<file path="config.mk">
export PLATFORM = sky130hd
export DESIGN_NAME = register_bank
export DESIGN_NICKNAME = d
export VERILOG_FILES = /design/src/rtl/regbank_pkg.sv /design/src/rtl/reg_word.sv /design/src/rtl/register_bank.sv
export SDC_FILE = /design/constraint.sdc
export NUM_CORES = 2
export LEC_CHECK = 0
export BUFFER_PORTS_ARGS = -buffer_cell sky130_fd_sc_hd__buf_2
export CAP_MARGIN = 10
export CORE_MARGIN = 2
export CORE_UTILIZATION = 50
export CTS_CLUSTER_SIZE = 24
export DETAILED_ROUTE_END_ITERATION = 8
export PLACE_DENSITY = 0.65
export SYNTH_ARGS = -nofsm -noshare
export SYNTH_HDL_FRONTEND = slang
export SYNTH_SLANG_ARGS = --single-unit
</file>
<file path="constraint.sdc">
create_clock -name clk -period 49.1 [get_ports clk]
set_input_delay 9.82 -clock clk [delete_from_list [all_inputs] [get_ports clk]]
set_output_delay 9.82 -clock clk [all_outputs]
set_load 0.05 [all_outputs]
</file>
<file path="src/rtl/regbank_pkg.sv">
// Shared constants for the register bank: default geometry and the write-counter width.
package regbank_pkg;
    localparam int DEF_WIDTH = 32;
    localparam int DEF_DEPTH = 32;
    localparam int CNT_W     = 16;

    // Saturating increment; the counter sticks at all-ones.
    function automatic logic [CNT_W-1:0] sat_inc(input logic [CNT_W-1:0] v);
        return (v == '1) ? v : v + CNT_W'(1);
    endfunction
endpackage

</file>
<file path="src/rtl/reg_word.sv">
// One storage word: async clear, sync flush, write enable.
module reg_word #(
    parameter int WIDTH = 32
) (
    input  logic             clk_i,
    input  logic             clear_i,
    input  logic             flush_i,
    input  logic             en_i,
    input  logic [WIDTH-1:0] d_i,
    output logic [WIDTH-1:0] q_o
);
    logic [WIDTH-1:0] word_q;

    always_ff @(posedge clk_i or posedge clear_i) begin
        if (clear_i)      word_q <= '0;
        else if (flush_i) word_q <= '0;
        else if (en_i)    word_q <= d_i;
    end

    assign q_o = word_q;
endmodule

</file>
<file path="src/rtl/register_bank.sv">
// Two-read, one-write register bank with optional hardwired zero register and write bypass.
module register_bank
    import regbank_pkg::*;
#(
    parameter int WIDTH    = DEF_WIDTH,
    parameter int DEPTH    = DEF_DEPTH,
    parameter int ZERO_REG = 1,
    parameter int BYPASS   = 1,
    localparam int AW      = $clog2(DEPTH)
) (
    input  logic             clk,
    input  logic             clear,
    input  logic             flush,
    input  logic             we,
    input  logic [AW-1:0]    waddr,
    input  logic [WIDTH-1:0] wdata,
    input  logic [AW-1:0]    raddr1,
    input  logic [AW-1:0]    raddr2,
    output logic [WIDTH-1:0] rdata1,
    output logic [WIDTH-1:0] rdata2,
    output logic [CNT_W-1:0] wr_count
);
    logic [DEPTH-1:0][WIDTH-1:0] word_q;
    logic [CNT_W-1:0]            cnt_q, cnt_d;
    logic                        wr_ok;

    // A write commits only when not flushing/clearing and not aimed at the zero register.
    assign wr_ok = we & ~flush & ~clear & ((ZERO_REG == 0) || (waddr != '0));

    for (genvar i = 0; i < DEPTH; i++) begin : g_word
        if (ZERO_REG != 0 && i == 0) begin : g_zero
            assign word_q[i] = '0;
        end else begin : g_cell
            reg_word #(.WIDTH(WIDTH)) u_word (
                .clk_i   (clk),
                .clear_i (clear),
                .flush_i (flush),
                .en_i    (wr_ok && (waddr == AW'(i))),
                .d_i     (wdata),
                .q_o     (word_q[i])
            );
        end
    end

    always_comb begin
        rdata1 = word_q[raddr1];
        if (BYPASS != 0 && wr_ok && raddr1 == waddr) rdata1 = wdata;
        if (clear || (ZERO_REG != 0 && raddr1 == '0)) rdata1 = '0;
    end

    always_comb begin
        rdata2 = word_q[raddr2];
        if (BYPASS != 0 && wr_ok && raddr2 == waddr) rdata2 = wdata;
        if (clear || (ZERO_REG != 0 && raddr2 == '0)) rdata2 = '0;
    end

    always_comb begin
        cnt_d = cnt_q;
        if (flush)      cnt_d = '0;
        else if (wr_ok) cnt_d = sat_inc(cnt_q);
    end

    always_ff @(posedge clk or posedge clear) begin
        if (clear) cnt_q <= '0;
        else       cnt_q <= cnt_d;
    end

    assign wr_count = cnt_q;
endmodule

</file>
==> summary.md <==
| Metric | Value |
|---|---|
| Outcome | `completed` |
| Clock Power Share | `0.464` |
| Port bufs | `130` |
| Setup Skew | `0.0127 ns` |
| Largest fanout on the critical path | `103` |
| Syn_nets | `6,044` |
| Ys flop type | `dfrtp_1` |
| Slowest cell delay on critical path | `0.82 ns` |
| Reg2Reg Depth | `6` |
| Distinct cells, synth | `62` |
| Die ar. | `117,000 µm²` |
| Vias in the first global route | `48,000` |
| Resized cells post-CTS | `0` |
| Net Sw Frac | `0.269` |
| Commonest non-fill, non-tap cell in the layout | `nand2_1` |
| CTS Buffer Depth | `3` |
| Worst slew pin tran | `1.34 ns` |
| Post-CTS setup buffers | `0` |
| FMAX | `40.9 MHz` |
| Power per cell area | `30.5 nW/µm²` |
| Fraction of registers with async set/reset | `1.00` |
| Pin count of the biggest net entering global routing | `204` |
| Synth area leaders | `dfrtp_1, mux4_2, nand2_1, a21oi_1, clkbuf_1` |
| Core box area | `114,000 µm²` |
| Initial core utilization | `0.502` |
| Net Switching | `508 µW` |
| Seq pwr share | `0.441` |
| Critical Path RT | `39.28 ns` |
| Number of synthesized flops with an enable pin | `0` |
| Slew HR | `0.101` |
| First-pass GRT wire length | `331,000 µm` |
| Top delay family on crit path | `buffers and inverters` |
| Rows | `124` |
| Crit path top cell by count | `buf_4` |
| Post-route core utilization | `0.545` |
| Clk sinks | `1,008` |
| Clock Pin Slew Worst Setup and Hold Paths | `0.06 ns` |
| Die Y | `342 µm` |
| Final Hold Vio Count | `0` |
| Iter 0 DRT Violations | `7,944` |
| H-tree Lvls | `3` |
| RSZ-0062 raised after global routing | `no` |
| CP endpoint kind | `output pin` |
| Drt wl/cell | `30.9 µm` |
| GP Congestion | `0.949` |
| Dpl hpwl | `126,000 µm` |
| Max-cap violations | `0` |
| Most frequent cells in the layout | `nand2_1, a21oi_1, dfrtp_1` |
| Setup violators final | `0` |
| Placed cell areas | `58,300 µm²` |
| CTS buffer count | `110` |
| HP Class | `reg2reg` |
| Crit-path cells | `buf_8, buf_12, buf_4, buf_4, mux4_2, o22ai_1, o21ai_0, a22o_1, buf_2` |
| Internal power | `1.38 mW` |
| Register-to-register setup slack | `46.47 ns` |
| Hold Path Stages | `2` |
| Comb power frac | `0.095` |
| Vias per inst | `6.84` |
| Post-Route WL | `226,000 µm` |
| Period utilization | `0.498` |
| Synth warn | `0` |
| Synth-to-Final Area Change | `8.52%` |
| GRT overflow | `0` |
| Post-route DRC | `0` |
| FF/Latch Area | `25,200 µm²` |
| Post-synth top area cell | `dfrtp_1` |
| Die width | `342 µm` |
| Post-route setup TNS | `0 ns` |
| Slew Limit Fails | `0` |
| Final min period | `24.45 ns` |
| Worst skew pair latency | `0.72 ns` |
| Sequential fraction of the synthesis area | `0.441` |
| Post-place setup slack | `24.72 ns` |
| Nets | `5,747` |
| Seq cells post-synth | `1,008` |
| Critical path class | `in2out` |
| Levels on crit path | `9` |
| Final WS setup | `24.65 ns` |
| Filler cell count | `10,000` |
| Crit-path slowest cell | `buf_4` |
| ANT nets after route | `0` |
| Max VDD drop | `0.0283 mV` |
| Multi-input gate area | `29,500 µm²` |
| Root buffer cell | `clkbuf_16` |
| Syn Inst Count | `5,992` |
| Post-Syn Area | `57,200 µm²` |
| All-Layer GR Usage | `0.384` |
| DR vias | `50,000` |
| Initial antenna violation count | `13` |
| Hold-fix buffers, CTS | `0` |
| I/O pin count | `131` |
| Post-layout instance area | `62,000 µm²` |
| Share of layout cells above drive strength 1 | `0.179` |
| Synth top area share | `0.441` |
| Syn avg cell area | `9.54 µm²` |
| Crit path buffers/inverters | `5` |
| Arrival time at the worst endpoint | `14.63 ns` |
| Critical path startpoint category | `primary input` |
| Detailed-router iteration count before antenna repair | `7` |
| CTS tree | `built` |
| Leakage | `24.6 nW` |
## power groups by stage
stage               registers [mW]  clock network [mW]  logic [mW]
floorplan                    0.850                   0       0.114
global placement             0.849                   0       0.173
detailed placement           0.849                   0       0.173
CTS                          0.834               0.878       0.173
global route                 0.834               0.913       0.184
finish                       0.834               0.876       0.179
## cells in the mapped netlist (all sizes together) (4+ instances only)
cell / instances
a211oi: 17
inv: 7
buf: 204
a2111oi: 4
a32o: 8
nand4: 4
and2: 6
a32oi: 31
mux2: 110
xor2: 10
nand3: 111
dfrtp: 1008
o31ai: 15
a221oi: 14
o21ai: 23
a22o: 21
or3: 8
o22ai: 39
or2: 7
clkbuf: 443
nand2: 1961
nand2b: 11
or4: 5
o211ai: 41
mux4: 429
nor2b: 18
a21oi: 1023
a22oi: 17
a221o: 47
xnor2: 4
o221ai: 13
nor3: 9
mux2i: 149
nor2: 145
## stage by stage
stage / instances / hold WS, ns / total power, mW
2_1_floorplan: 5992 / 0.498 / 0.965
3_3_place_gp: 7095 / 0.517 / 1.02
3_5_place_dp: 7095 / 0.528 / 1.02
4_1_cts: 7295 / 0.536 / 1.89
5_1_grt: 7300 / 0.557 / 1.93
6_report: 7302 / 0.535 / 1.89
## sequential cells by signal, indices dropped and copies added, names as in the netlist
| register | count |
|---|---|
| g_word.g_cell.u_word.q_o | 992 |
| wr_count | 16 |
## layout make-up
type                            count  share of cell area
Sequential cell                  1008               0.407
Clock inverter                     42             0.00853
Multi-Input combinational cell   4330               0.475
Antenna cell                        7            0.000282
Clock buffer                      158              0.0521
Inverter                            7            0.000545
Tap cell                         1512              0.0305
Timing Repair Buffer              238              0.0261
## final timing paths
| path | start | endpoint |
|---|---|---|
| max | raddr1[1] | rdata1[9] |
| min | g_word[19].g_cell.u_word.q_o[0]$_DFFE_PP0P_ | g_word[19].g_cell.u_word.q_o[0]$_DFFE_PP0P_ |
| max reg2reg | wr_count[0]$_DFFE_PP0P_ | wr_count[7]$_DFFE_PP0P_ |
| min reg2reg | g_word[19].g_cell.u_word.q_o[0]$_DFFE_PP0P_ | g_word[19].g_cell.u_word.q_o[0]$_DFFE_PP0P_ |
| max in group asynchronous | clear | g_word[26].g_cell.u_word.q_o[18]$_DFFE_PP0P_ |
| min in group asynchronous | clear | g_word[16].g_cell.u_word.q_o[12]$_DFFE_PP0P_ |
## kinds of logic (layout without fill, tap and decap cells)
group	count (synthesis)	count (layout)	synth area share
XOR/XNOR	14	14	0.00214
multiplexers	688	688	0.217
adder cells (fa/ha/maj)	1	1	0.000219
buffers and inverters	654	445	0.0490
flip-flops	1008	1008	0.441
AO/OA/AOI/OAI	1327	1327	0.133
AND/OR/NAND/NOR	2300	2300	0.158
other	0	7	0
## worst min-delay path: cells and delay by family (launching register included)
family	cells	cell delay, ns
AND/OR/NAND/NOR	1	0.06
AO/OA/AOI/OAI	1	0.05
flip-flops	1	0.38
## layer usage
metal  global-route usage  share of wire  up-vias
li1                     -              -    20400
met1                0.526           0.37    25000
met2                0.542           0.43     3787
met3                0.131           0.15      761
met4                0.196          0.057       12
met5              0.00204        0.00041        -
Power figures use the tool's default switching activity.
